$ cat src/rtl/mem_arbiter.sv
// Shares one single-port 32-bit BRAM between instruction fetch and load/store; sizes accesses into byte lanes.
// Latency: grant and BRAM access in cycle 0, rvalid pulse in cycle 2 (one access per 2 cycles at most).
// Backpressure: requests wait with gnt low while BUSY; data wins unless fetch has been starved STARVE_LIMIT times.
module mem_arbiter #(
  parameter int ADDR_WIDTH   = 10,
  parameter int STARVE_LIMIT = 2
) (
  input  logic                  clk,
  input  logic                  rst,
  input  logic                  if_req,
  input  logic [31:0]           if_addr,
  output logic                  if_gnt,
  output logic                  if_rvalid,
  output logic [31:0]           if_rdata,
  output logic                  if_err,
  input  logic                  d_req,
  input  logic                  d_we,
  input  logic [1:0]            d_size,
  input  logic                  d_unsigned,
  input  logic [31:0]           d_addr,
  input  logic [31:0]           d_wdata,
  output logic                  d_gnt,
  output logic                  d_rvalid,
  output logic [31:0]           d_rdata,
  output logic                  d_err,
  output logic                  bram_en,
  output logic [ADDR_WIDTH-1:0] bram_addr,
  output logic [3:0]            bram_we,
  output logic [31:0]           bram_di,
  input  logic [31:0]           bram_do
);

  localparam int SW = $clog2(STARVE_LIMIT + 1);
  localparam logic [SW-1:0] LIMIT = SW'(STARVE_LIMIT);

  typedef enum logic {IDLE, BUSY} state_t;

  state_t          state_q, state_d;
  logic [SW-1:0]   starve_q, starve_d;
  logic            id_data_q, we_q, uns_q, err_q;
  logic [1:0]      size_q, off_q;
  logic            if_rvalid_q, d_rvalid_q, if_err_q, d_err_q;
  logic [31:0]     if_rdata_q, d_rdata_q;

  logic            grant, force_f, acc_we, acc_err, acc_ok;
  logic [31:0]     acc_addr;
  logic [1:0]      acc_size;
  logic [31:0]     rsp_data;
  logic [7:0]      lane_b;
  logic [15:0]     lane_h;

  // Arbitration, access decode and BRAM drive for the grant cycle
  always_comb begin
    state_d   = state_q;
    starve_d  = starve_q;
    d_gnt     = 1'b0;
    if_gnt    = 1'b0;
    bram_en   = 1'b0;
    bram_addr = '0;
    bram_we   = 4'b0000;
    bram_di   = 32'h0;
    force_f   = (starve_q == LIMIT) && if_req;
    if (state_q == IDLE) begin
      d_gnt  = d_req && !force_f;
      if_gnt = if_req && !d_gnt;
    end
    grant    = d_gnt || if_gnt;
    acc_addr = d_gnt ? d_addr : if_addr;
    acc_size = d_gnt ? d_size : 2'b10;
    acc_we   = d_gnt && d_we;
    acc_err  = (acc_size == 2'b11)
            || (acc_size == 2'b01 && acc_addr[0])
            || (acc_size == 2'b10 && acc_addr[1:0] != 2'b00)
            || (|acc_addr[31:ADDR_WIDTH+2]);
    acc_ok   = grant && !acc_err;
    if (grant) begin
      state_d = BUSY;
      if (if_gnt || !if_req) starve_d = '0;
      else if (starve_q != LIMIT) starve_d = starve_q + SW'(1);
    end
    if (state_q == BUSY) state_d = IDLE;
    if (acc_ok) begin
      bram_en   = 1'b1;
      bram_addr = acc_addr[ADDR_WIDTH+1:2];
      if (acc_we) begin
        case (acc_size)
          2'b00: begin
            bram_we = 4'b0001 << acc_addr[1:0];
            bram_di = {4{d_wdata[7:0]}};
          end
          2'b01: begin
            bram_we = acc_addr[1] ? 4'b1100 : 4'b0011;
            bram_di = {2{d_wdata[15:0]}};
          end
          default: begin
            bram_we = 4'b1111;
            bram_di = d_wdata;
          end
        endcase
      end
    end
  end

  // Lane select and extension of the BRAM word returned in BUSY
  always_comb begin
    rsp_data = 32'h0;
    lane_b   = bram_do[{off_q, 3'b000} +: 8];
    lane_h   = off_q[1] ? bram_do[31:16] : bram_do[15:0];
    if (!err_q && !we_q) begin
      case (size_q)
        2'b00:   rsp_data = {{24{!uns_q && lane_b[7]}}, lane_b};
        2'b01:   rsp_data = {{16{!uns_q && lane_h[15]}}, lane_h};
        default: rsp_data = bram_do;
      endcase
    end
  end

  // State, starvation counter and latched access attributes
  always_ff @(posedge clk or posedge rst) begin
    if (rst) begin
      state_q   <= IDLE;
      starve_q  <= '0;
      id_data_q <= 1'b0;
      we_q      <= 1'b0;
      uns_q     <= 1'b0;
      err_q     <= 1'b0;
      size_q    <= 2'b00;
      off_q     <= 2'b00;
    end else begin
      state_q  <= state_d;
      starve_q <= starve_d;
      if (grant) begin
        id_data_q <= d_gnt;
        we_q      <= acc_we;
        uns_q     <= d_gnt && d_unsigned;
        err_q     <= acc_err;
        size_q    <= acc_size;
        off_q     <= acc_addr[1:0];
      end
    end
  end

  // Response registers: one-cycle rvalid pulse to the latched requester
  always_ff @(posedge clk or posedge rst) begin
    if (rst) begin
      if_rvalid_q <= 1'b0;
      d_rvalid_q  <= 1'b0;
      if_rdata_q  <= 32'h0;
      d_rdata_q   <= 32'h0;
      if_err_q    <= 1'b0;
      d_err_q     <= 1'b0;
    end else begin
      if_rvalid_q <= 1'b0;
      d_rvalid_q  <= 1'b0;
      if (state_q == BUSY) begin
        if (id_data_q) begin
          d_rvalid_q <= 1'b1;
          d_rdata_q  <= rsp_data;
          d_err_q    <= err_q;
        end else begin
          if_rvalid_q <= 1'b1;
          if_rdata_q  <= rsp_data;
          if_err_q    <= err_q;
        end
      end
    end
  end

  assign if_rvalid = if_rvalid_q;
  assign if_rdata  = if_rdata_q;
  assign if_err    = if_err_q;
  assign d_rvalid  = d_rvalid_q;
  assign d_rdata   = d_rdata_q;
  assign d_err     = d_err_q;

endmodule

$ cat config.mk
export PLATFORM = sky130hd
export DESIGN_NAME = mem_arbiter
export DESIGN_NICKNAME = d
export VERILOG_FILES = /design/src/rtl/mem_arbiter.sv
export SDC_FILE = /design/constraint.sdc
export NUM_CORES = 1
export LEC_CHECK = 0
export BUFFER_PORTS_ARGS = -buffer_cell sky130_fd_sc_hd__buf_2
export CORE_MARGIN = 1
export CORE_UTILIZATION = 48
export DETAILED_ROUTE_END_ITERATION = 16
export PLACE_DENSITY_LB_ADDON = 0.3
export SLEW_MARGIN = 20
export SYNTH_ARGS = -nofsm -noshare
export SYNTH_HDL_FRONTEND = slang
export SYNTH_SLANG_ARGS = --single-unit
$ cat constraint.sdc
create_clock -name clk -period 3.5 [get_ports clk]
set_input_delay 0.35 -clock clk [delete_from_list [all_inputs] [get_ports clk]]
set_output_delay 0.35 -clock clk [all_outputs]
set_load 0.01 [all_outputs]
[Word-level counts from Yosys, hierarchy flattened]
Cells that the tools add are included.
Word-level totals
  register bits: 79
  bits in latches: 0
  bits in writable memories: 0
  bits in read-only memories: 0
  input bits: 136
  word-level logic and storage cells: 79
  memories kept: 0
Cells by class
  add/subtract/negate cells: 1
  multiply operators: 0
  divide/modulo/power cells: 0
  order comparisons: 0
  equality and inequality tests: 6
  shift operators: 2
  mux-type cells: 24
  bitwise logic cells: 1
  reduce and logical (&&, ||, !) cells: 31
Operators by type and width (number)
  $mux 32: 4
  $pmux 32 s2: 2
  $shiftx 32x6->8: 1
  $reduce_or 20->1: 1
  $mux 16: 1
  $mux 4: 3
  $logic_and 1x1->1: 11
  $mux 10: 1
  $mux 1: 9
  $pmux 4 s2: 1
  $logic_not 1->1: 7
  $eq 2x2->1 const B: 3
  $mux 2: 3
  $reduce_and 2->1: 3
  $logic_or 1x1->1: 5
  $eq 2x1->1 const B: 2
  $logic_not 2->1: 2
  $reduce_bool 2->1: 2
  $shl 1x2->4 const A: 1
  $add 2x1->2 const B: 1
  $ne 2x2->1 const B: 1
  $not 1->1: 1

[Longest topological paths before layout]
  depth in word-level cells: 14
  mapped depth: 9

[Least setup slack after synthesis]
Ideal clock, no wire load.
  path kind: input-to-output
  start: in d_addr[28]
  end: out bram_di[13]
  data arrival time: 1.887 ns
  data required time: 3.150 ns
  path slack: 1.263 ns
  cell stages on the path: 5
  path buffers: 1
  cells stage by stage: or4_4 nor4_4 nand4_4 buf_6 a221oi_1
On the way
  word-level cells in the longest chain between the ends: 6
RTL lines
  start: declaration: RTL line 20  | input logic [31:0] d_addr,
  $mux 32: RTL line 68  | acc_addr = d_gnt ? d_addr : if_addr;
  $reduce_or 20->1: RTL line 74  | || (|acc_addr[31:ADDR_WIDTH+2]);
  $logic_or 1x1->1: RTL line 74
  $logic_not 1->1: RTL line 75  | acc_ok = grant && !acc_err;
  $logic_and 1x1->1: RTL line 75
  $mux 32: RTL line 82  | if (acc_ok) begin
  end: declaration: RTL line 29  | output logic [31:0] bram_di,
Every way passes these cells.

[Worst setup path after layout]
  start: reg starve_q[0]
  end: out bram_di[31]
On the way
  word-level cells in the longest chain between the ends: 14
RTL lines
  start: declaration: RTL line 39  | logic [SW-1:0] starve_q, starve_d;
  start signal: assignment: RTL line 131  | starve_q <= starve_d;
  $eq 2x2->1 *: RTL line 62  | force_f = (starve_q == LIMIT) && if_req;
  $logic_and 1x1->1 *: RTL line 62
  $logic_not 1->1 *: RTL line 64  | d_gnt = d_req && !force_f;
  $logic_and 1x1->1 *: RTL line 64
  $mux 1: RTL line 63  | if (state_q == IDLE) begin
  $mux 2: RTL line 69  | acc_size = d_gnt ? d_size : 2'b10;
  $eq 2x1->1: RTL line 72, 86
  $logic_and 1x1->1: RTL line 72  | || (acc_size == 2'b01 && acc_addr[0])
  $logic_or 1x1->1: RTL line 72
  $logic_or 1x1->1: RTL line 73  | || (acc_size == 2'b10 && acc_addr[1:0] != 2'b00)
  $logic_or 1x1->1: RTL line 74
  $logic_not 1->1: RTL line 75
  $logic_and 1x1->1: RTL line 75
  $mux 32 *: RTL line 82
Mark *: on every way between the ends. The rest lies on a longest branch, timed or not.

==> flow_results.org <==
** Run status
- The run finished with clean final reports.

** Drt
- Met3 wire len :: 988 µm
- Detail-routed net length per standard cell :: 16.4 µm
- DRT antenna net count :: 0
- Final Routed Wirelength :: 13800 µm
- Avg Vias per Cell :: 5.50
- Number of design rule violations left after detail routing :: 0
- Uppermost layer routed :: met4
- Via total after detailed routing :: 4645
- The first routing iteration left 242 violations.
- Total iterations of the first detailed-routing run :: 5
- Met2 wire length :: 6960 µm
- Sum of routed wire segments on met1 :: 5500 µm

** Synthesis
- Yosys synthesis warning count :: 0
- Arithmetic-cell share of the synthesized area counting full adders, half adders and majority gates :: 0.287%
- The synthesized design spends more area on one cell type than any other, namely dfrtp_1.
- After synthesis, the netlist uses 40 different library cells.
- In the post-synthesis netlist, the biggest area contributors are dfrtp_1 45%, nand2_1 9.1%, a22o_1 7.4%.
- The mapped netlist covers 4360 µm².
- Number of instances in the synthesized netlist :: 497
- Yosys top cell area share :: 45.4%
- Post-synthesis average cell area :: 8.76 µm²
- After synthesis, the share of cell area in mux cells is 4.74%.
- Complex-gate fraction of the synthesized area :: 23.7%
- Of the synthesized area, sequential elements account for 45.4%.
- For this run, the leading register cell type out of synthesis is dfrtp_1.
- After Yosys synthesis, XOR and XNOR cells account for 0% of the synthesized area.
- Most frequent cells after synthesis :: 106 x nand2_1, 79 x dfrtp_1, 43 x o21ai_0
- Post-synthesis register bit count :: 79
- The synthesized design contains 0 enable-type register cells.
- By area, the combinational part of the netlist is dominated by compound AO/OA/AOI/OAI gates.
- Library cell with the highest instance count after synthesis :: nand2_1
- Fraction of registers with async set/reset :: 100%
- Syn Nets :: 634
- Simple-gate portion of the synthesized area :: 19.3%

** Timing
- Timing would allow up to 304 MHz.
- Across the routed clock network, the largest skew measured is 0.00687 ns.
- Post-route fraction of the period consumed by the critical path :: 94.0%
- Sum Neg Setup Slack :: 0 ns
- Relative slew margins :: 45.5%
- The final hold violation count is 0.
- For the pin with the worst max-slew slack, the measured transition is 0.815 ns.
- The clock period could shrink to 3.29 ns.
- Setup repair after global routing missed its margin :: no
- Final setup violation count :: 0
- Number of max-slew violations in the final report :: 0

** Worst setup path
- At the worst endpoint, the required time is 3.15 ns.
- Sort of element at the start of the critical path :: register
- The largest individual stage delay along the critical path comes from the cell nor4_4.
- In this design, the largest share of critical-path delay is due to simple AND/OR/NAND/NOR gates.
- For the worst setup path, the data arrival time is 2.94 ns.
- Cells traversed along the worst timing path :: inv_1 -> ha_1 -> nand2_1 -> nand2_1 -> nor4_4 -> nand4_4 -> a221oi_1 -> buf_2
- The worst setup path is captured at an output port.
- Flop-to-flop setup slack :: 0.95 ns
- Path type of the worst setup path :: register to output port
- In this run the worst path has a maximum fanout of 36.
- Worst path bufs/invs :: 2
- The most numerous cell type found on the critical path is nand2_1.
- CP peak stage delay :: 0.45 ns

** Clocking
- CTS built an H-tree with a depth of 3.
- Clock tree from TritonCTS :: yes
- In this run the clock root is driven by a clkbuf_8.
- Number of buffers created by CTS :: 9
- The clock net in this run drives a total of 79 sinks.
- Clock transition at the register clock pins on the worst setup and hold paths after CTS :: 0.08 ns
- Latest clock arrival within the worst-skew pair :: 0.36 ns
- The longest clock path from root to sink contains 2 buffers.
- Buffers inserted to repair hold after CTS numbered 0.
- In this run the post-CTS setup repair buffer count came out at 0.
- Post-cts resize count :: 0

** Pwr
- Worst vdd rail ir drop :: 204 µV
- In this run the power spent charging and discharging nets is 648 µW.
- Combinational Power Share :: 20.9%
- Leakage :: 0.00334 µW
- Share of power burned in registers :: 44.4%
- In this run the power density over the cells is 369 nW/µm².
- Internal power summed over all cells :: 1520 µW
- Switching part of the total :: 29.9%
- The clock network accounts for 34.7% of the total power.

** Placement
- Dpl cells :: 829
- Routability Congestion :: 0.867
- Detailed Place HPWL :: 10600 µm
- The count of buffers added on input and output ports is 252.

** Layout
- Number of standard cells in the final layout excluding fillers :: 844
- Net count, final :: 869
- Number of antenna repair diodes :: 0
- In the final layout, the share of cells above drive strength 1 is 40.1%.
- Relative to the synthesized area, the layout overhead comes to 35.1%.

** Global route
- Pin count of the biggest net entering global routing :: 64
- The first global-routing pass estimated 21500 µm of wire.
- Global routing finished with a remaining overflow of 0.
- Vias in the first global route :: 4407
- Total global routing track utilization :: 28.7%
- The number of antenna violations at the first check in global routing is 0.

** Run
- Max_cap viols :: 0

** Floorplan
- The initial utilization of the core area, before any placement, comes to 49.7%.
- In this run the vertical extent of the chip is 97.3 µm.
- Die span in x :: 97.3 µm
- Site Rows :: 34
- Die area :: 9460 µm²
- Area of the placeable core :: 8760 µm²
- 253 I/O pins were placed.

** Min path
- The worst hold path belongs to the class input port to asynchronous set/reset pin.
## sequential cells by signal, summed over array words and instances, names as in the netlist, 2 cells and up
signal and cells:
d_rdata 32, if_rdata 32, off_q 2, size_q 2
starve_q 2
## logic make-up (layout without fill, tap and decap cells)
logic type,Yosys count,in the layout
and+or+nand+nor,173,173
AOI/OAI and AO/OA,153,153
DFF,79,79
buffers and inverters,71,310
muxes,20,20
adders and majority gates,1,1
## worst reg2reg max path, cell delays in order, from the launching register on
cell,delay [ns]
dfrtp_1,0.44
nor2b_1,0.59
a32oi_2,0.25
and2_2,0.28
nor3_4,0.68
a22o_1,0.24
## metrics by stage
stage	total power, µW	hold WS [ns]	utilization (%)	cell area (µm²)	setup slack, ns
after floorplan	1260	0.454	-	4360	1.13
after global placement	1420	0.457	64.6	5660	0.782
after detailed placement	1430	0.466	64.6	5660	0.624
after CTS	2180	0.212	67.1	5880	0.226
after global routing	2260	0.194	67.1	5880	0.00711
final	2170	0.130	67.1	5880	0.209
## power groups by stage
stage | Combinational, µW | Sequential (µW) | Clock (µW)
after floorplan | 293 | 971 | 0
after global placement | 437 | 979 | 0
final | 453 | 963 | 754
after CTS | 451 | 963 | 763
after global routing | 499 | 967 | 796
after detailed placement | 448 | 981 | 0
## area by class of cell
| class | count | area [µm²] |
|---|---|---|
| flip-flops and latches | 79 | 1980 |
| well taps | 108 | 135 |
| clock buffers | 10 | 138 |
| fillers | 740 | 2880 |
| multi-input cells | 347 | 2100 |
| inverters | 35 | 134 |
| clock inverters | 5 | 81.3 |
| repair buffers | 260 | 1320 |
## cell usage in the layout, fill, tap and decap left out, types with 2 or more instances in the layout
cell	instances
bufinv_16	2
mux2i_1	15
nand2_1	106
inv_1	33
nor4_1	9
nand2b_1	18
dfrtp_1	79
o21a_1	2
o22ai_1	2
a221oi_1	15
a31oi_1	2
buf_4	8
o21ai_0	43
nor2b_1	10
or2_2	2
nor2_1	15
nand3b_1	2
nor3_4	2
a22o_1	37
o21bai_1	2
clkbuf_8	10
buf_2	252
a21oi_1	38
mux2_2	5
o221ai_1	7
## per-layer routing
metal / global-route usage (%) / vias to the layer above
met4: 11.2 / 0
met2: 50.5 / 245
li1: - / 2207
met1: 34.5 / 2163
met5: 0 / -
met3: 5.76 / 30
## path summary, 6_finish.rpt
kind,cells after the start,start,endpoint
min,2,rst,d_rvalid$_DFF_PP0_
max,8,starve_q[0]$_DFFE_PP0P_,bram_di[31]
max in group asynchronous,3,rst,d_rdata[7]$_DFFE_PP0P_
min in group clk,2,d_unsigned,uns_q$_DFFE_PP0P_
min reg2reg,2,if_rdata[3]$_DFFE_PP0P_,if_rdata[3]$_DFFE_PP0P_
max reg2reg,5,size_q[0]$_DFFE_PP0P_,d_rdata[26]$_DFFE_PP0P_
No activity file was read; power rests on OpenSTA's default activity.
